`src/rtl/heartbeat_pulse_gen.sv`:
```
// heartbeat_pulse_gen: synthetic heartbeat source for bench and bring-up builds.
// The BPM request is clamped, then divided into a beat period by a 32-step
// restoring divider. A high/low pulse machine emits one beat per period and
// counts the beats.
//
// Optional build macro: HEARTBEAT_BOUNCE_EN. When it is defined, each beat_out
// pulse starts with four BOUNCE_CYC-long segments (1,0,1,0) of contact bounce.
// beat_led, beat_count and the period are the same in both builds.
//
// Ports:
//   clk        system clock
//   rst        synchronous active-high reset; overrides every other input
//   enable     level; 1 = generate beats
//   bpm        requested beats per minute; sampled only when bpm_load is high
//   bpm_load   one-cycle strobe that latches bpm and starts a period computation
//   busy       high while the divider runs (32 cycles)
//   beat_out   pulse to the heart-rate counter button input
//   beat_led   clean pulse envelope for the sensor-board LED
//   period_cyc current beat period in clk cycles
//   beat_count beats emitted since reset; saturates at all-ones
module heartbeat_pulse_gen #(
    parameter int unsigned CLK_HZ     = 50000000,
    parameter int unsigned PULSE_CYC  = 5000000,
    parameter int unsigned BPM_MIN    = 30,
    parameter int unsigned BPM_MAX    = 240,
    parameter int unsigned BOUNCE_CYC = 2500
) (
    input  logic        clk,
    input  logic        rst,
    input  logic        enable,
    input  logic [7:0]  bpm,
    input  logic        bpm_load,
    output logic        busy,
    output logic        beat_out,
    output logic        beat_led,
    output logic [31:0] period_cyc,
    output logic [17:0] beat_count
);

    localparam int unsigned PERIOD_W = 32;
    localparam int unsigned BPM_W    = 8;
    localparam int unsigned COUNT_W  = 18;
    localparam int unsigned ITER_W   = 5;

    localparam logic [PERIOD_W-1:0] DIVIDEND   = PERIOD_W'(60 * CLK_HZ);
    localparam logic [PERIOD_W-1:0] PULSE_LEN  = PERIOD_W'(PULSE_CYC);
    localparam logic [PERIOD_W-1:0] PULSE_LAST = PERIOD_W'(PULSE_CYC - 1);
    localparam logic [BPM_W-1:0]    BPM_LO     = BPM_W'(BPM_MIN);
    localparam logic [BPM_W-1:0]    BPM_HI     = BPM_W'(BPM_MAX);
    localparam logic [ITER_W-1:0]   ITER_LAST  = ITER_W'(31);
    localparam logic [COUNT_W-1:0]  COUNT_MAX  = '1;

    // Parameter sanity: the low phase must be at least one cycle long and the
    // bounce preamble must fit inside the pulse.
    if ((60 * CLK_HZ) / BPM_MAX <= PULSE_CYC) begin : g_bad_pulse
        $error("heartbeat_pulse_gen: PULSE_CYC must be shorter than the shortest period");
    end
    if (4 * BOUNCE_CYC >= PULSE_CYC) begin : g_bad_bounce
        $error("heartbeat_pulse_gen: 4*BOUNCE_CYC must be shorter than PULSE_CYC");
    end

    typedef enum logic [1:0] {
        IDLE   = 2'd0,
        DIVIDE = 2'd1,
        HIGH   = 2'd2,
        LOW    = 2'd3
    } state_t;

    state_t               state;
    logic                 pending;
    logic [BPM_W-1:0]     bpm_lat;
    logic [PERIOD_W-1:0]  dq;       // dividend bits shift out, quotient bits shift in
    logic [BPM_W-1:0]     rem;
    logic [ITER_W-1:0]    iter;
    logic [PERIOD_W-1:0]  cnt;

    logic [BPM_W-1:0]     bpm_clamped_c;
    logic [BPM_W:0]       rem_sh_c;
    logic [BPM_W:0]       rem_diff_c;
    logic                 q_bit_c;
    logic [PERIOD_W-1:0]  low_last_c;

    // Clamp the request so the divider never sees zero.
    always_comb begin
        bpm_clamped_c = bpm;
        if (bpm < BPM_LO) begin
            bpm_clamped_c = BPM_LO;
        end else if (bpm > BPM_HI) begin
            bpm_clamped_c = BPM_HI;
        end
    end

    // One restoring-divide step. The remainder stays below the divisor, so the
    // 9-bit trial difference is negative exactly when the shifted remainder
    // is smaller than the divisor.
    always_comb begin
        rem_sh_c   = {rem, dq[PERIOD_W-1]};
        rem_diff_c = rem_sh_c - {1'b0, bpm_lat};
        q_bit_c    = ~rem_diff_c[BPM_W];
    end

    assign low_last_c = period_cyc - PULSE_LEN - PERIOD_W'(1);

`ifdef HEARTBEAT_BOUNCE_EN
    // beat_out level at a given offset into the high phase.
    function automatic logic bounce_level(input logic [PERIOD_W-1:0] offs);
        logic lvl;
        if (offs < PERIOD_W'(BOUNCE_CYC)) begin
            lvl = 1'b1;
        end else if (offs < PERIOD_W'(2 * BOUNCE_CYC)) begin
            lvl = 1'b0;
        end else if (offs < PERIOD_W'(3 * BOUNCE_CYC)) begin
            lvl = 1'b1;
        end else if (offs < PERIOD_W'(4 * BOUNCE_CYC)) begin
            lvl = 1'b0;
        end else begin
            lvl = 1'b1;
        end
        return lvl;
    endfunction
`endif

    // Pulse machine, divider and beat counter.
    always_ff @(posedge clk) begin
        if (rst) begin
            state      <= IDLE;
            pending    <= 1'b0;
            bpm_lat    <= '0;
            dq         <= '0;
            rem        <= '0;
            iter       <= '0;
            cnt        <= '0;
            busy       <= 1'b0;
            beat_out   <= 1'b0;
            beat_led   <= 1'b0;
            period_cyc <= '0;
            beat_count <= '0;
        end else begin
            case (state)
                IDLE: begin
                    if (bpm_load) begin
                        bpm_lat <= bpm_clamped_c;
                        state   <= DIVIDE;
                        busy    <= 1'b1;
                        dq      <= DIVIDEND;
                        rem     <= '0;
                        iter    <= '0;
                        pending <= 1'b0;
                    end else if (enable && (period_cyc != '0)) begin
                        state    <= HIGH;
                        beat_out <= 1'b1;
                        beat_led <= 1'b1;
                        cnt      <= '0;
                        if (beat_count != COUNT_MAX) begin
                            beat_count <= beat_count + COUNT_W'(1);
                        end
                    end
                end

                // Strobes are ignored here; the divisor is frozen in bpm_lat.
                DIVIDE: begin
                    dq   <= {dq[PERIOD_W-2:0], q_bit_c};
                    rem  <= q_bit_c ? rem_diff_c[BPM_W-1:0] : rem_sh_c[BPM_W-1:0];
                    iter <= iter + ITER_W'(1);
                    if (iter == ITER_LAST) begin
                        busy       <= 1'b0;
                        period_cyc <= {dq[PERIOD_W-2:0], q_bit_c};
                        if (enable) begin
                            state    <= HIGH;
                            beat_out <= 1'b1;
                            beat_led <= 1'b1;
                            cnt      <= '0;
                            if (beat_count != COUNT_MAX) begin
                                beat_count <= beat_count + COUNT_W'(1);
                            end
                        end else begin
                            state <= IDLE;
                        end
                    end
                end

                // The high phase always runs to completion; a strobe here is
                // remembered (latest value wins) and serviced afterwards.
                HIGH: begin
                    if (bpm_load) begin
                        bpm_lat <= bpm_clamped_c;
                        pending <= 1'b1;
                    end
                    if (cnt == PULSE_LAST) begin
                        beat_out <= 1'b0;
                        beat_led <= 1'b0;
                        cnt      <= '0;
                        if (pending || bpm_load) begin
                            state   <= DIVIDE;
                            busy    <= 1'b1;
                            dq      <= DIVIDEND;
                            rem     <= '0;
                            iter    <= '0;
                            pending <= 1'b0;
                        end else if (!enable) begin
                            state <= IDLE;
                        end else begin
                            state <= LOW;
                        end
                    end else begin
                        cnt <= cnt + PERIOD_W'(1);
`ifdef HEARTBEAT_BOUNCE_EN
                        beat_out <= bounce_level(cnt + PERIOD_W'(1));
`endif
                    end
                end

                LOW: begin
                    if (bpm_load) begin
                        bpm_lat <= bpm_clamped_c;
                        state   <= DIVIDE;
                        busy    <= 1'b1;
                        dq      <= DIVIDEND;
                        rem     <= '0;
                        iter    <= '0;
                        pending <= 1'b0;
                    end else if (!enable) begin
                        state <= IDLE;
                    end else if (cnt == low_last_c) begin
                        state    <= HIGH;
                        beat_out <= 1'b1;
                        beat_led <= 1'b1;
                        cnt      <= '0;
                        if (beat_count != COUNT_MAX) begin
                            beat_count <= beat_count + COUNT_W'(1);
                        end
                    end else begin
                        cnt <= cnt + PERIOD_W'(1);
                    end
                end

                default: begin
                    state <= IDLE;
                end
            endcase
        end
    end

endmodule
```
`config.mk`:
```
export PLATFORM = sky130hd
export DESIGN_NAME = heartbeat_pulse_gen
export DESIGN_NICKNAME = d
export VERILOG_FILES = /design/src/rtl/heartbeat_pulse_gen.sv
export SDC_FILE = /design/constraint.sdc
export NUM_CORES = 1
export LEC_CHECK = 0
export ABC_CLOCK_PERIOD_IN_PS = 4400
export BUFFER_PORTS_ARGS = -buffer_cell sky130_fd_sc_hd__buf_2
export CAP_MARGIN = 10
export CELL_PAD_IN_SITES_DETAIL_PLACEMENT = 2
export CELL_PAD_IN_SITES_GLOBAL_PLACEMENT = 2
export CORE_ASPECT_RATIO = 0.6
export CORE_MARGIN = 10
export CORE_UTILIZATION = 36
export DETAILED_ROUTE_END_ITERATION = 6
export PLACE_DENSITY_LB_ADDON = 0.1
export SLEW_MARGIN = 40
export SYNTH_ARGS = -nofsm -noshare
export SYNTH_HDL_FRONTEND = slang
export SYNTH_SLANG_ARGS = --single-unit
```
`constraint.sdc`:
```
create_clock -name clk -period 4.4 [get_ports clk]
set_clock_uncertainty 0.15 [all_clocks]
set_input_delay 0.88 -clock clk [delete_from_list [all_inputs] [get_ports clk]]
set_output_delay 0.88 -clock clk [all_outputs]
set_load 0.01 [all_outputs]
```
Word level (Yosys, flattened, before mapping)
Index checks and enable logic that the tools add are counted.
- equal/unequal tests: 19
- magnitude comparators: 2
- reduce and logical (&&, ||, !) cells: 17
- bitwise operators: 1
- mux-type cells: 63
- add/sub/neg operators: 6
- operators with widths (kind ; count):
    2-to-1 mux 32 bit ; 11
    2-to-1 mux 18 bit ; 8
    case mux 32 bit (4 select lines) ; 1
    case mux 32 bit (3 select lines) ; 1
    case mux 18 bit (3 select lines) ; 1
    2-to-1 mux 8 bit ; 6
    adder 32 x 1 -> 32 bit, second input constant ; 1
    equality test 32 x 23 -> 1 bit, second input constant ; 1
    equality test 32 bit ; 1
    nonzero test 32 bit ; 1
    subtractor 32 x 1 -> 32 bit, second input constant ; 1
    subtractor 32 x 23 -> 32 bit, second input constant ; 1
    case mux 8 bit (3 select lines) ; 1
    2-to-1 mux 2 bit ; 10
    adder 18 x 1 -> 18 bit, second input constant ; 1
    != test 18 bit, second input constant ; 1
    != test 2 bit, second input constant ; 9
    2-to-1 mux 1 bit ; 16
    AND reduction 8 bit ; 2
    2-to-1 mux 5 bit ; 3
    case mux 5 bit (3 select lines) ; 1
    subtractor 9 x 8 -> 9 bit ; 1
    > comparator 8 bit, second input constant ; 1
    < comparator 8 x 5 -> 1 bit, second input constant ; 1
    other kinds (23) ; 27
- output and inout port bits: 53
- logic and storage cells: 119
- flip-flop bits (word level): 140
- bits of input ports: 12

Depth between registers and ports, before layout
- depth in word-level cells: 7
- gate-level depth with buffers: 15
- mapped depth without buffers: 13

Worst setup path after synthesis
OpenSTA, ideal clock, no wires.
- kind: register -> register
- from: register period_cyc[2]
- to: register beat_count[12]
- setup time: 0.070 ns
- arrival time: 3.630 ns
- cell stages (with the launch flop): 13
- clock period less this slack: 3.851 ns
- path slack: 0.549 ns
- required time: 4.180 ns
- path buffers: 2
- cell sequence: dfxtp_1 > buf_6 > or4_4 > o21ai_0 > xnor2_1 > o22ai_1 > or4b_1 > a2111o_1 > nor4_4 > o211ai_2 > buf_6 > or4_1 > a21oi_1
- longest elaborated chain between the ends: 5
- elaborated cells on any way between the ends: 8
- classes of those cells: 2 x add/sub; 3 x eq/ne; 3 x reduce/logical
- ends and longest elaborated chain (item ; RTL line ; RTL):
    from (decl) ; 36 ; output logic [31:0] period_cyc,
    from (signal assigned) ; 167 ; period_cyc <= {dq[PERIOD_W-2:0], q_bit_c};
    subtractor 32 x 23 -> 32 bit ; 102 ; assign low_last_c = period_cyc - PULSE_LEN - PERIOD_W'(1);
    subtractor 32 x 1 -> 32 bit ; 102 ;
    equality test 32 bit ; 224 ; end else if (cnt == low_last_c) begin
    != test 2 bit (no line) ; -- ;
    AND reduction 8 bit (no line) (*) ; -- ;
    to (signal assigned) ; 155 ; beat_count <= beat_count + COUNT_W'(1);
    to (signal assigned) ; 174 ; beat_count <= beat_count + COUNT_W'(1);
    to (signal assigned) ; 230 ; beat_count <= beat_count + COUNT_W'(1);
    to (decl) ; 37 ; output logic [17:0] beat_count
Every way passes the cells marked *; elsewhere a longest branch is shown, timed or not.
A chain may end at the register's enable or synchronous reset.

Final worst setup path
- from: register period_cyc[2]
- to: register beat_count[8]
The elaborated chain is that of the path after synthesis.

==> reports/qor.yml <==
clock_tree:
  path_clk_slew_ns: 0.06
  clockRootBuffer: "clkbuf_16"
  clk_latency_ns: 0.44
  htree_levels: 4
  postCtsHoldBufs: 0
  cts_buffers: 17
  clock_path_buffers: 2
  cts_sinks: 140
  cts_tree: "done"
drt:
  wl_um: 29600
  avgRoutedWirePerCell_um: 22.3
  drtIter0Drc: 408
  drc: 0
  via_count: 7571
  antenna_left: 0
  viasPerCell: 5.71
  firstDrtPassIters: 5
final_layout:
  stdcell_count: 1327
  area_delta_synth_final_pct: 16.3
  antennaDiodeCount: 0
  stdcell_area_um2: 8910
  final_layout_size_suffix_gt1_frac: 0.142
  nNetsFinal: 1066
min_path:
  hold_class: "reg -> reg"
  whs_endpoint: "iter[4]"
  hold_depth: 2
  hold_path_startpoint: "iter[4]"
timing:
  setup_violations: 0
  fin_crit_sh: 0.950
  tightest_slew_ns: 0.831
  hold_violations: 0
  fmax_mhz: 239
  fin_crit_ns: 4.18
  timing.setup.tns_ns: 0
  relSlewSlack: 0.446
  slew_violations: 0
  worst_slack_ns: 0.218
global_route:
  grt_start_max_net_pins: 109
  grt.total_usage: 0.214
  grt_overflow: 0
  grt_pass1_wl_um: 47400
  grt_pass1_vias: 7945
  grt_antenna_before_repair: 0
floorplanning:
  initial_utilization: 0.365
  chipHeight_um: 133
  placementRows: 41
  core-area_um2: 21000
  ios: 65
  die_w_um: 208
  dieArea_um2: 27700
worst_setup_path:
  required_ns: 4.61
  slowest_delay_ns: 0.60
  reg2reg_from: "period_cyc[2]"
  cp-end-kind: "flip-flop"
  startpoint_type: "flip-flop"
  r2r_slack_ns: 0.22
  worstSetupPathType: "reg -> reg"
  crit_chain: "buf_4 -> nor4_4 -> a31o_2 -> o22ai_1 -> nor4_1 -> o21ai_0 -> or4_1 -> nor4_4 -> buf_4 -> o211ai_2 -> or4_1 -> a21oi_1"
  rr_worst_depth: 12
  arrival_ns: 4.39
  rr_endpoint: "beat_count[8]"
  crit_fanout: 12
  cp_slowest_cell: "or4_1"
power_and_ir_drop:
  ir_drop_uv: 265
  seq_power_share: 0.371
  switching_share: 0.356
  clkPwrFrac: 0.364
  combPwrFrac: 0.265
  switchingPower_uw: 1400
  p_int_uw: 2530
  powerDensity_nw_per_um2: 441
  leakage_uw: 0.00336
logic_synthesis:
  synth_top_area_share: 0.366
  ys_seq_elements: 140
  yosys_warnings: 0
  synth_area_um2: 7660
  synth-edff-count: 0
  yosysTopAreaCell: "dfxtp_1"
  ys_seq_area_frac: 0.366
  syn_area_per_cell_um2: 7.78
  async_flop_share: 0
  synth.area.top_cells: "dfxtp_1, nand2_1, a21oi_1, xor2_1, xnor2_1"
  postSynthNetCount: 1016
  synthDistinctLibCells: 66
  synth_ff_type: "dfxtp_1"
  synth_cells: 985
placement:
  gp_congestion: 0.880
  place_area_um2: 8320
  dp_cells: 1294
  hpwlAfterDp_um: 21600
  numPortBuffers: 64
  pre_cts_slack_ns: 0.104
outcome:
  outcome: "finished, final reports clean"
job:
  maxCapViolCount: 0
power by group through the flow:
stage	combinational [uW]	clock (uW)	sequential, uW
CTS	1050	1460	1460
floorplan	715	0	1460
detailed placement	1030	0	1490
global placement	998	0	1480
global route	1160	1520	1470
finish	1040	1430	1460
critical path: cells and delay by family, from the launching register on:
kind / cells / cell delay (ns)
AO/OA/AOI/OAI: 5 / 1.07
buffers and inverters: 2 / 0.37
flip-flops: 1 / 0.31
AND/OR/NAND/NOR: 5 / 2.18
kinds of logic (layout without fill, tap and decap cells):
family / after synthesis / count (layout) / synth area share
mux: 9 / 9 / 0.0132
compound gates: 229 / 229 / 0.184
xor+xnor: 75 / 75 / 0.0857
flops: 140 / 140 / 0.366
simple gates: 419 / 419 / 0.270
buf+inv: 94 / 157 / 0.0492
fa+ha+maj: 19 / 19 / 0.0320
flip-flops by register name (all words and copies together) (netlist names):
| name | count |
|---|---|
| iter | 5 |
| busy | 1 |
| dq | 32 |
| period_cyc | 32 |
| beat_count | 18 |
| rem | 8 |
| cnt | 32 |
| state | 2 |
| beat_led | 1 |
| bpm_lat | 8 |
| pending | 1 |
final cells by class:
cell class | instances | area [um^2]
Fill cell | 2429 | 12100
Multi-Input combinational cell | 751 | 4500
Sequential cell | 140 | 2800
Timing Repair Buffer | 95 | 568
Clock buffer | 22 | 454
Tap cell | 279 | 349
Clock inverter | 10 | 116
Inverter | 30 | 113
metal layers:
layer	wire [um]	GRT usage	vias to the layer above
met3	1840	0.0526	24
met2	11900	0.299	152
met1	15600	0.315	3792
met4	297	0.0533	0
met5	0	0	-
li1	-	-	3603
synthesized netlist by cell type, types with 3 or more instances:
cell,count
a22oi_1,10
xnor2_1,37
o221ai_1,3
or4_1,14
dfxtp_1,140
o22ai_1,4
nand2b_1,10
a21oi_1,108
ha_1,18
and2_1,3
buf_2,4
inv_1,29
o31ai_1,12
a221oi_1,5
a31oi_1,6
nand4_1,25
or2_2,4
nor2_1,71
a211oi_1,3
mux2_2,9
nor4_1,14
nand2_1,155
nand3b_1,4
nor2b_1,7
and4_1,5
nor4b_1,4
a211o_1,3
nand3_1,50
nor3_1,23
and3_1,10
o21ai_0,35
a21o_1,9
o211ai_1,8
clkbuf_1,57
xor2_1,38
or3_1,10
worst max-delay path by stage:
stage                             start             end  slack, ns  depth (start not counted)
after global routing      period_cyc[2]   beat_count[8]     -0.003                         12
after detailed placement  period_cyc[7]  beat_count[12]       0.10                         11
after global placement    period_cyc[7]  beat_count[12]       0.23                         11
after floorplan           period_cyc[2]  beat_count[12]       0.55                         12
after CTS                 period_cyc[7]   beat_count[8]       0.03                         11
final                     period_cyc[2]   beat_count[8]       0.22                         12
per-stage QoR:
| stage | total power (uW) | utilization | hold slack, ns |
|---|---|---|---|
| 6_report | 3920 | 0.424 | 0.316 |
| 5_1_grt | 4160 | 0.424 | 0.338 |
| 4_1_cts | 3970 | 0.424 | 0.321 |
| 3_5_place_dp | 2520 | 0.397 | 0.309 |
| 3_3_place_gp | 2480 | 0.396 | 0.296 |
| 2_1_floorplan | 2170 | - | 0.286 |
placed cells by master (no fill, tap or decap), drive strengths merged, types with 9 or more instances in the layout:
master	Yosys	final
or4	15	15
dfxtp	140	140
xnor2	37	37
and3	10	10
a21oi	108	108
o31ai	12	12
buf	7	95
a22oi	10	10
nor3	23	23
nor4	16	16
xor2	38	38
ha	18	18
a21o	9	9
inv	29	30
nor2	71	71
mux2	9	9
o211ai	9	9
nand3	50	50
nand4	25	25
nand2	155	155
o21ai	36	36
or3	10	10
nand2b	10	10
clkbuf	57	22
timing repair:
action	in CTS	in global routing
resized for setup	0	1
buffers inserted	0	1
setup endpoints to repair	0	43
endpoints found under the hold margin	0	0
(Power assumes the default switching activity.)
